==> src/rtl/fetch_unit.sv <==
// fetch_unit: sequential PC generator, imem request/response, prefetch queue.
// Optional FETCH_BYPASS_EN: empty-queue responses reach the decoder same cycle.
package fetch_pkg;
  typedef logic [31:0] instruction_t;

  typedef struct packed {
    instruction_t data;
    logic [31:0]  pc;
    logic         fault;
  } fq_entry_t;
endpackage

module fetch_unit
  import fetch_pkg::*;
#(
  parameter logic [31:0] RESET_PC    = 32'h0000_0000,
  parameter int          QUEUE_DEPTH = 4
) (
  input  logic        clk,
  input  logic        reset,
  output logic        imem_req_valid,
  input  logic        imem_req_ready,
  output logic [31:0] imem_req_addr,
  input  logic        imem_rsp_valid,
  input  logic [31:0] imem_rsp_data,
  input  logic        imem_rsp_err,
  input  logic        redirect_valid,
  input  logic [31:0] redirect_pc,
  output logic        instr_valid,
  input  logic        instr_ready,
  output logic [31:0] instr,
  output logic [31:0] instr_pc,
  output logic        instr_fault
);

  localparam int AW = $clog2(QUEUE_DEPTH);
  localparam int CW = AW + 1;
  localparam logic [CW:0] DEPTH_W = (CW+1)'(QUEUE_DEPTH);

  fq_entry_t   mem [QUEUE_DEPTH];
  fq_entry_t   hold;
  fq_entry_t   head_e;
  fq_entry_t   rsp_e;
  fq_entry_t   cur;

  logic [31:0]   fetch_pc;
  logic [31:0]   rsp_pc;
  logic [31:0]   redir_al;
  logic [AW-1:0] head;
  logic [AW-1:0] tail;
  logic [CW-1:0] count;
  logic [CW-1:0] inflight;
  logic [CW-1:0] discard;
  logic [CW:0]   used;

  logic have;
  logic req_fire;
  logic rsp_keep;
  logic byp;
  logic byp_take;
  logic push;
  logic pop;

  assign redir_al = redirect_pc & 32'hFFFF_FFFC;
  assign used     = {1'b0, count} + {1'b0, inflight};
  assign have     = count != '0;

  // reset gate keeps the request idle while reset is held
  assign imem_req_valid = !reset && !redirect_valid
                        && (used < DEPTH_W);
  assign imem_req_addr  = fetch_pc;
  assign req_fire       = imem_req_valid && imem_req_ready;

  assign rsp_keep = imem_rsp_valid && !redirect_valid
                  && (discard == '0);

`ifdef FETCH_BYPASS_EN
  assign byp = !reset && rsp_keep && !have;
`else
  assign byp = 1'b0;
`endif

  assign byp_take = byp && instr_ready;
  assign push     = rsp_keep && !byp_take;
  assign pop      = have && instr_ready && !redirect_valid;

  assign head_e = mem[head];

  always_comb begin
    rsp_e       = '0;
    rsp_e.data  = imem_rsp_data;
    rsp_e.pc    = rsp_pc;
    rsp_e.fault = imem_rsp_err;
  end

  always_comb begin
    cur = hold;
    unique case (1'b1)
      have:    cur = head_e;
      byp:     cur = rsp_e;
      default: cur = hold;
    endcase
  end

  assign instr_valid = have || byp;
  assign instr       = cur.data;
  assign instr_pc    = cur.pc;
  assign instr_fault = cur.fault;

  always_ff @(posedge clk) begin
    if (push) begin
      mem[tail] <= rsp_e;
    end
  end

  always_ff @(posedge clk or posedge reset) begin
    if (reset) begin
      hold <= '0;
    end else if (instr_valid) begin
      hold <= cur;
    end
  end

  always_ff @(posedge clk or posedge reset) begin
    if (reset) begin
      fetch_pc <= RESET_PC;
      rsp_pc   <= RESET_PC;
      head     <= '0;
      tail     <= '0;
      count    <= '0;
      discard  <= '0;
    end else if (redirect_valid) begin
      // everything still in flight belongs to the old stream
      fetch_pc <= redir_al;
      rsp_pc   <= redir_al;
      head     <= '0;
      tail     <= '0;
      count    <= '0;
      discard  <= inflight - CW'(imem_rsp_valid);
    end else begin
      if (req_fire) begin
        fetch_pc <= fetch_pc + 32'd4;
      end
      if (rsp_keep) begin
        rsp_pc <= rsp_pc + 32'd4;
      end
      if (imem_rsp_valid && discard != '0) begin
        discard <= discard - CW'(1);
      end
      if (push) begin
        tail <= tail + AW'(1);
      end
      if (pop) begin
        head <= head + AW'(1);
      end
      count <= count + CW'(push) - CW'(pop);
    end
  end

  always_ff @(posedge clk or posedge reset) begin
    if (reset) begin
      inflight <= '0;
    end else begin
      inflight <= inflight + CW'(req_fire)
                - CW'(imem_rsp_valid);
    end
  end

endmodule

==> config.mk <==
export PLATFORM = sky130hd
export DESIGN_NAME = fetch_unit
export DESIGN_NICKNAME = d
export VERILOG_FILES = /design/src/rtl/fetch_unit.sv
export SDC_FILE = /design/constraint.sdc
export NUM_CORES = 1
export LEC_CHECK = 0
export CAP_MARGIN = 40
export CORE_MARGIN = 1.5
export CORE_UTILIZATION = 55
export DETAILED_ROUTE_END_ITERATION = 16
export GPL_ROUTABILITY_DRIVEN = 0
export PLACE_DENSITY = 0.75
export SLEW_MARGIN = 25
export SYNTH_ARGS = -nofsm -noshare
export SYNTH_HDL_FRONTEND = slang
export SYNTH_SLANG_ARGS = --single-unit
==> constraint.sdc <==
create_clock -name clk -period 4.9 [get_ports clk]
set_clock_uncertainty 0.1 [all_clocks]
set_input_delay 0.735 -clock clk [delete_from_list [all_inputs] [get_ports clk]]
set_output_delay 0.735 -clock clk [all_outputs]
set_load 0.05 [all_outputs]
## Word-level counts from Yosys, hierarchy flattened

Memory sizes are Yosys's and may differ from the RTL's.
Index checks and enable logic that the tools add are counted.

| word-level totals | value |
|---|---|
| register bits after elaboration | 142 |
| RAM bits | 260 |
| input port bits | 71 |
| memories kept | 1 |

| cells by class | value |
|---|---|
| add/subtract/negate cells | 11 |
| magnitude comparators | 1 |
| multiplexer cells | 14 |
| reduce and logical (&&, ||, !) cells | 17 |

Memory list:

| memory | depth | width | rd ports | clocked after memory_dff | wr ports | RTL line | source |
|---|---|---|---|---|---|---|---|
| mem | 4 | 65 | 1 | 0 | 1 | 40 | `fq_entry_t mem [QUEUE_DEPTH];` |

Operator list:

| operator | number |
|---|---|
| $mux 32 | 4 |
| $mux 65 | 1 |
| $add 32x3->32 const B | 2 |
| $mux 3 | 3 |
| $sub 3x1->3 | 3 |
| $logic_and 1x1->1 | 8 |
| $mux 2 | 4 |
| $reduce_bool 2->1 | 4 |
| $add 3x1->3 | 2 |
| $reduce_bool 3->1 | 2 |
| $add 2x1->2 const B | 2 |
| $add 3x3->4 | 1 |
| $lt 4x3->1 const B | 1 |
| $logic_not 3->1 | 1 |
| $sub 3x1->3 const B | 1 |
| $logic_not 1->1 | 2 |
| $mux 1 | 2 |

## Depth between registers and ports, before layout

Gate-level depths: netlist (run 1).

| depth | value |
|---|---|
| depth in word-level cells | 6 |
| gate-level depth with buffers | 13 |

## Worst setup path after synthesis (run 1)

OpenSTA, ideal clock, no wires.

| timing path | value |
|---|---|
| kind | input to register |
| start point | in redirect_valid |
| end point | mem mem[0][0] (netlist name) (enable) |
| library setup time | 0.428 ns |
| arrival | 3.003 ns |
| required time | 4.372 ns |
| slack | 1.369 ns |
| stages | 5 |
| buffers on the path | 3 |
| path through | clkbuf_2 -> inv_1 -> buf_2 -> clkbuf_1 -> and3_1 |

| on the way | value |
|---|---|
| cells in the longest elaborated chain, start to end | 5 |

RTL lines:

| what | RTL line | source |
|---|---|---|
| start, declared | 27 | `input logic redirect_valid,` |
| $logic_not 1->1 | 74 | `assign rsp_keep = imem_rsp_valid && !redirect_valid` |
| $logic_and 1x1->1 | 74 |  |
| $logic_and 1x1->1 | 75 | `&& (discard == '0);` |
| $mux 1 | 111 | `if (push) begin` |
| $mux 1 (not written as such) | 112 | `mem[tail] <= rsp_e;` |
| end, declared | 40 |  |

No other way between the ends.

## Final worst setup path (run 1)

| timing path | value |
|---|---|
| start point | reg count[0] |
| end point | out instr_pc[20] |

| on the way | value |
|---|---|
| cells in the longest elaborated chain, start to end | 2 |

RTL lines:

| what | RTL line | source |
|---|---|---|
| start, declared | 51 | `logic [CW-1:0] count;` |
| start signal, assigned | 156 | `count <= count + CW'(push) - CW'(pop);` |
| $reduce_bool 3->1 | 66 | `assign have = count != '0;` |
| $mux 65 | 98 | `unique case (1'b1)` |
| end, declared | 32 | `output logic [31:0] instr_pc,` |

No other way between the ends.

==> impl_metrics.tcl, run 1 <==
set metrics [dict create \
    status "finished, final reports clean" \
    drc 0 \
    cts_sinks 390 \
    grt_pass1_wl_microns 56900 \
    first_pass_iters 7 \
    portBuffers 165 \
    clk_pin_slew_worst_paths_ns 0.06 \
    ant_nets 0 \
    rsz0062_at_grt "false" \
    timing.max_slew.rel_slack 0.4336 \
    syn_to_final_growth_pct 20.68 \
    hold_violations 0 \
    internal_power_mw 7.462 \
    drt_wl_total_microns 36360 \
    holdPathEnd "hold[7]" \
    worstMarginPinSlew_ns 0.8496 \
    synth_seq_cells 390 \
    synth_area_leaders "edfxtp_1 46%, dfrtp_1 21%, mux4_2 8.6%" \
    setup_viol 0 \
    worstSetupPathType "register to primary output" \
    cts_tree "yes" \
    min-delay-start "hold[7]" \
    clk-insertion-delay-late_ns 0.53 \
    hold_depth 2 \
    synth_most_common_cell "nand2_1" \
    switching_share 0.3958 \
    seq_power_share 0.346 \
    cts_made_buffers 40 \
    drv_slew 0 \
    yosysTopAreaCellShare 0.4572 \
    power.switching_mw 4.888 \
    num_rows 63 \
    finalNonFillerCells 1783 \
    dp.cells 1710 \
    rr_worst_depth 10 \
    vdd.ir_drop.worst_mv 0.3475 \
    grt_use_total 0.2387 \
    comb_power_share 0.411 \
    hold_path_class "register to register" \
    cap_violations 0 \
    syn_inst 1202 \
    finalNetCount 1451 \
    p_leak_nw 7.515 \
    start_kind "register" \
    synth-async-reset-ratio 0.3538 \
    synthDistinctLibCells 67 \
    r2r_start "count[1]" \
    postCtsSetupRepairBufs 0 \
    drive_above_1_share 0.1192 \
    path_max_fanout 67 \
    ys_seq_area_frac 0.6659 \
    synth_top_area_cell "edfxtp_1" \
    grt_pass1_vias 10320 \
    overflow 0 \
    cts_root_buf "clkbuf_16" \
    diodes 0 \
    timing.rr.end "inflight[2]" \
    power.share.clock 0.243 \
    cts_buffer_depth 3 \
    ios 170 \
    cp.required_ns 4.07 \
    via_per_inst 5.904 \
    cellPowerDensity_mw_per_mm2 618.4 \
    ys.flop_type "edfxtp_1" \
    post_synth.cell_area_avg_sq_um 13.77 \
    antenna_found_initial 0 \
    postCtsHoldBufs 0 \
    wl_per_cell_microns 20.39 \
    arrival_ns 3.22 \
    r2r_setup_slack_ns 1.88 \
    nFillCells 2047 \
    period_share 0.8269 \
    die_x_microns 176.5 \
    htreeDepth 2 \
    worstSetupEndpointType "primary output" \
    dieArea_sq_mm 0.03114 \
    vias 10530 \
    die_h_microns 176.5 \
    max_clock_freq_ghz 0.2468 \
    fin_crit_ns 4.052 \
    synth-warning-count 0 \
    post_cts_resized 0 \
    start_util 0.5584 \
    drt_iter0_markers 883 \
    dp_hpwl_microns 21680 \
    netlist_area_sq_mm 0.01655 \
    yosys-top-cells-count "289 x nand2_1, 252 x edfxtp_1, 138 x dfrtp_1" \
    grt_max_degree 79 \
    core-area_sq_mm 0.02964 \
    synth_edf_count 252 \
    setup_tns_ns 0 \
]
power by group through the flow:
stage               registers [mW]  clock network [mW]  logic (mW)
CTS                           4.28                3.05        5.13
finish                        4.27                3.00        5.08
floorplan                     4.27                   0        3.50
detailed placement            4.33                   0        5.08
global placement              4.31                   0        4.96
global route                  4.33                3.18        5.41
worst max-delay path, stage by stage (launching register included):
cell and delay, ns:
dfrtp_1 0.46, nor3_2 0.30, buf_4 0.63, nand2_1 0.22, nand2_1 0.17, clkdlybuf4s50_1 0.83
worst max path at each step:
stage | endpoint | start | cells after the start
after floorplan | count[0] | reset | 1
after global placement | imem_req_valid | reset | 5
after detailed placement | imem_req_valid | reset | 5
after CTS | instr_pc[13] | head[0] | 5
after global routing | instr[15] | head[0] | 5
final | instr_pc[20] | count[0] | 5
area by class of cell:
class / instances / area, sq um / area share
repair buffers: 179 / 1872 / 0.09372
multi-input cells: 731 / 5200 / 0.2604
clock inverters: 15 / 187.7 / 0.009397
inverters: 20 / 80.08 / 0.004010
well taps: 390 / 488.0 / 0.02443
flip-flops and latches: 390 / 11030 / 0.5521
clock buffers: 58 / 1119 / 0.05601
cell usage in the layout, fill, tap and decap left out, drive strengths merged, types with 21 or more instances in the layout:
cell,Yosys,final
nand2,290,290
edfxtp,252,252
clkdlybuf4s50,0,164
dfrtp,138,138
mux4,63,63
clkbuf,37,58
nor2,43,43
nand4,27,27
and4,24,24
nor3,23,23
nand3,21,21
metal layers:
metal	wire [microns]	track usage	vias to the layer above	part of all wire
met5	0	0	-	0
met4	722	0.06391	0	0.020
met3	2462	0.03661	51	0.068
met2	17670	0.3950	433	0.49
met1	15510	0.3335	5227	0.43
li1	-	-	4815	-
metrics by stage:
step / setup WS [ns] / instance area, sq um / utilization / hold slack (ns) / total power [mW]
6_report: 0.8479 / 19970 / 0.6738 / 0.3572 / 12.35
5_1_grt: 0.7117 / 19970 / 0.6738 / 0.3778 / 12.92
4_1_cts: 0.8160 / 19970 / 0.6738 / 0.3624 / 12.46
3_5_place_dp: 1.159 / 18670 / 0.6298 / 0.3495 / 9.411
3_3_place_gp: 1.171 / 18620 / 0.6282 / 0.3429 / 9.271
2_1_floorplan: 0.3688 / 16550 / - / 0.3325 / 7.770
cells by family after synthesis:
group / after synthesis / synth area share
AND/OR/NAND/NOR: 520 / 0.1514
buffers and inverters: 82 / 0.02071
multiplexers: 72 / 0.09163
flip-flops: 390 / 0.6659
XOR/XNOR: 22 / 0.01164
AO/OA/AOI/OAI: 97 / 0.04393
adder cells (fa/ha/maj): 18 / 0.01452
other: 1 / 0.0002266
flip-flops by register name, indices dropped and copies added, names as in the netlist:
name,cells
inflight,3
head,2
hold,65
discard,3
rsp_pc,30
imem_req_addr,30
tail,2
mem,252
count,3
No activity file was read; power rests on OpenSTA's default activity.
==> run 2: changes to the inputs <==
Clock period 4.9 ns to 4.25 ns, I/O delays scaled along.
==> run 2 against run 1 <==
Compared with the run above:
- power up 13%
- via count grew 0.59%
- global-route usage shrank 0.17 points
- utilization about the same
- non-clock buffer count grew 12
- flip-flop and latch count did not move
- final cell count increased by 0.50%
- worst setup slack got worse by 0.48 ns
==> impl_metrics.tcl, run 2 (same netlist as run 1, synthesis figures left out) <==
set metrics [dict create \
    status "finished, final reports clean" \
    path_max_fanout 67 \
    ios 170 \
    worstSetupPathType "register to primary output" \
    overflow 0 \
    hold_path_class "register to register" \
    cts_buffer_depth 3 \
    cellPowerDensity_mw_per_mm2 700.3 \
    cp.required_ns 3.51 \
    place_area_sq_mm 0.01875 \
    slowest_delay_ns 0.82 \
    grt_use_total 0.2370 \
    hold_violations 0 \
    dieArea_sq_mm 0.03114 \
    path_common_cell "nand2_1" \
    final_area_sq_mm 0.01996 \
    cts_tree "yes" \
    final_cell_mix "289 x nand2_1, 252 x edfxtp_1, 164 x clkdlybuf4s50_1" \
    die_h_microns 176.5 \
    cap_violations 0 \
    core-area_sq_mm 0.02964 \
    rr_worst_depth 10 \
    start_util 0.5584 \
    nFillCells 2081 \
    worstMarginPinSlew_ns 0.7673 \
    crit_end "instr_pc[25]" \
    setup_viol 0 \
    place_ws_ns 0.8920 \
    clk-insertion-delay-late_ns 0.52 \
    drt_iter0_markers 942 \
    rsz0062_at_grt "false" \
    layout_commonest_cell "nand2_1" \
    drt_wl_total_microns 35780 \
    start_kind "register" \
    first_pass_iters 5 \
    die_x_microns 176.5 \
    max_clock_freq_ghz 0.2578 \
    final_util 0.6734 \
    period_share 0.9129 \
    drc 0 \
    diodes 0 \
    postCtsHoldBufs 0 \
    antenna_found_initial 0 \
    portBuffers 165 \
    cts_root_buf "clkbuf_16" \
    grt_pass1_vias 10380 \
    p_leak_nw 7.510 \
    finalNetCount 1462 \
    r2r_start "count[1]" \
    cp.depth 5 \
    num_rows 63 \
    ant_nets 0 \
    setup_tns_ns 0 \
    drive_above_1_share 0.1191 \
    critPathBufInv 2 \
    drv_slew 0 \
    timing.max_slew.rel_slack 0.4884 \
    wl_per_cell_microns 19.97 \
    grt_max_degree 79 \
    via_per_inst 5.908 \
    timing.rr.end "inflight[2]" \
    clk_pin_slew_worst_paths_ns 0.06 \
    top_regs "mem: 252 flops, hold: 65 flops" \
    worstSetupEndpointType "primary output" \
    syn_to_final_growth_pct 20.59 \
    regMostFlops "mem" \
    vias 10590 \
    p_total_mw 13.98 \
    grt_pass1_wl_microns 56900 \
    crit_start "count[0]" \
    setup_ws_ns 0.3703 \
    htreeDepth 2 \
    post_cts_resized 0 \
    postCtsSetupRepairBufs 0 \
    vdd.ir_drop.worst_mv 0.4339 \
    crit_family "buffers and inverters" \
    path_cells "nor3_2 -> buf_4 -> nand2_1 -> nand2_1 -> clkdlybuf4s50_1" \
    dp_hpwl_microns 22950 \
    fin_crit_ns 3.880 \
    critPathSlowestCell "clkdlybuf4s50_1" \
    cts_sinks 390 \
    cts_made_buffers 39 \
    largest_register_ffs 252 \
    r2r_setup_slack_ns 1.22 \
    arrival_ns 3.14 \
]
## run 2: cell types whose count changed in the layout (fill, tap and decap cells not counted), sizes merged
cell,change
clkinvlp,+1
clkinv,-4
clkbuf,+4
inv,-1
bufinv,-3
buf,+12
## run 2: worst min-delay path by stage
stage          startpoint        to  slack [ns]  depth (start not counted)
6_report         hold[21]  hold[21]        0.36                          2
5_1_grt          hold[54]  hold[54]        0.38                          2
3_5_place_dp      hold[0]   hold[0]        0.35                          2
2_1_floorplan     hold[0]   hold[0]        0.33                          2
4_1_cts           hold[0]   hold[0]        0.36                          2
3_3_place_gp     hold[55]  hold[55]        0.34                          2
## run 2: metal layers
| layer | vias to the layer above | share of wire | global-route usage |
|---|---|---|---|
| met2 | 420 | 0.48 | 0.3853 |
| met5 | - | 0 | 0 |
| met4 | 0 | 0.021 | 0.06886 |
| li1 | 4825 | - | - |
| met3 | 49 | 0.072 | 0.03596 |
| met1 | 5294 | 0.42 | 0.3355 |
## run 2: stage by stage
step / std cells / hold WS [ns]
floorplan: 1203 / 0.3325
global placement: 1720 / 0.3428
detailed placement: 1721 / 0.3490
CTS: 1791 / 0.3619
global route: 1792 / 0.3752
finish: 1792 / 0.3565
## run 2: final cells by class
| type | count | area, sq um | share of cell area |
|---|---|---|---|
| Clock buffer | 62 | 1115 | 0.05586 |
| Clock inverter | 8 | 63.81 | 0.003197 |
| Inverter | 20 | 78.83 | 0.003950 |
| Multi-Input combinational cell | 731 | 5200 | 0.2605 |
| Sequential cell | 390 | 11030 | 0.5524 |
| Tap cell | 390 | 488.0 | 0.02445 |
| Timing Repair Buffer | 191 | 1987 | 0.09956 |
## run 2: power by group
group	switching (mW)	leakage (nW)	internal (mW)
registers	0.357	3.93	4.56
logic	3.87	3.01	1.99
clock network	1.34	0.568	1.86
## run 2: worst min-delay path: stages (launching register included)
cell and delay [ns]:
dfrtp_1 0.32, nand2_1 0.06, nand2_1 0.05
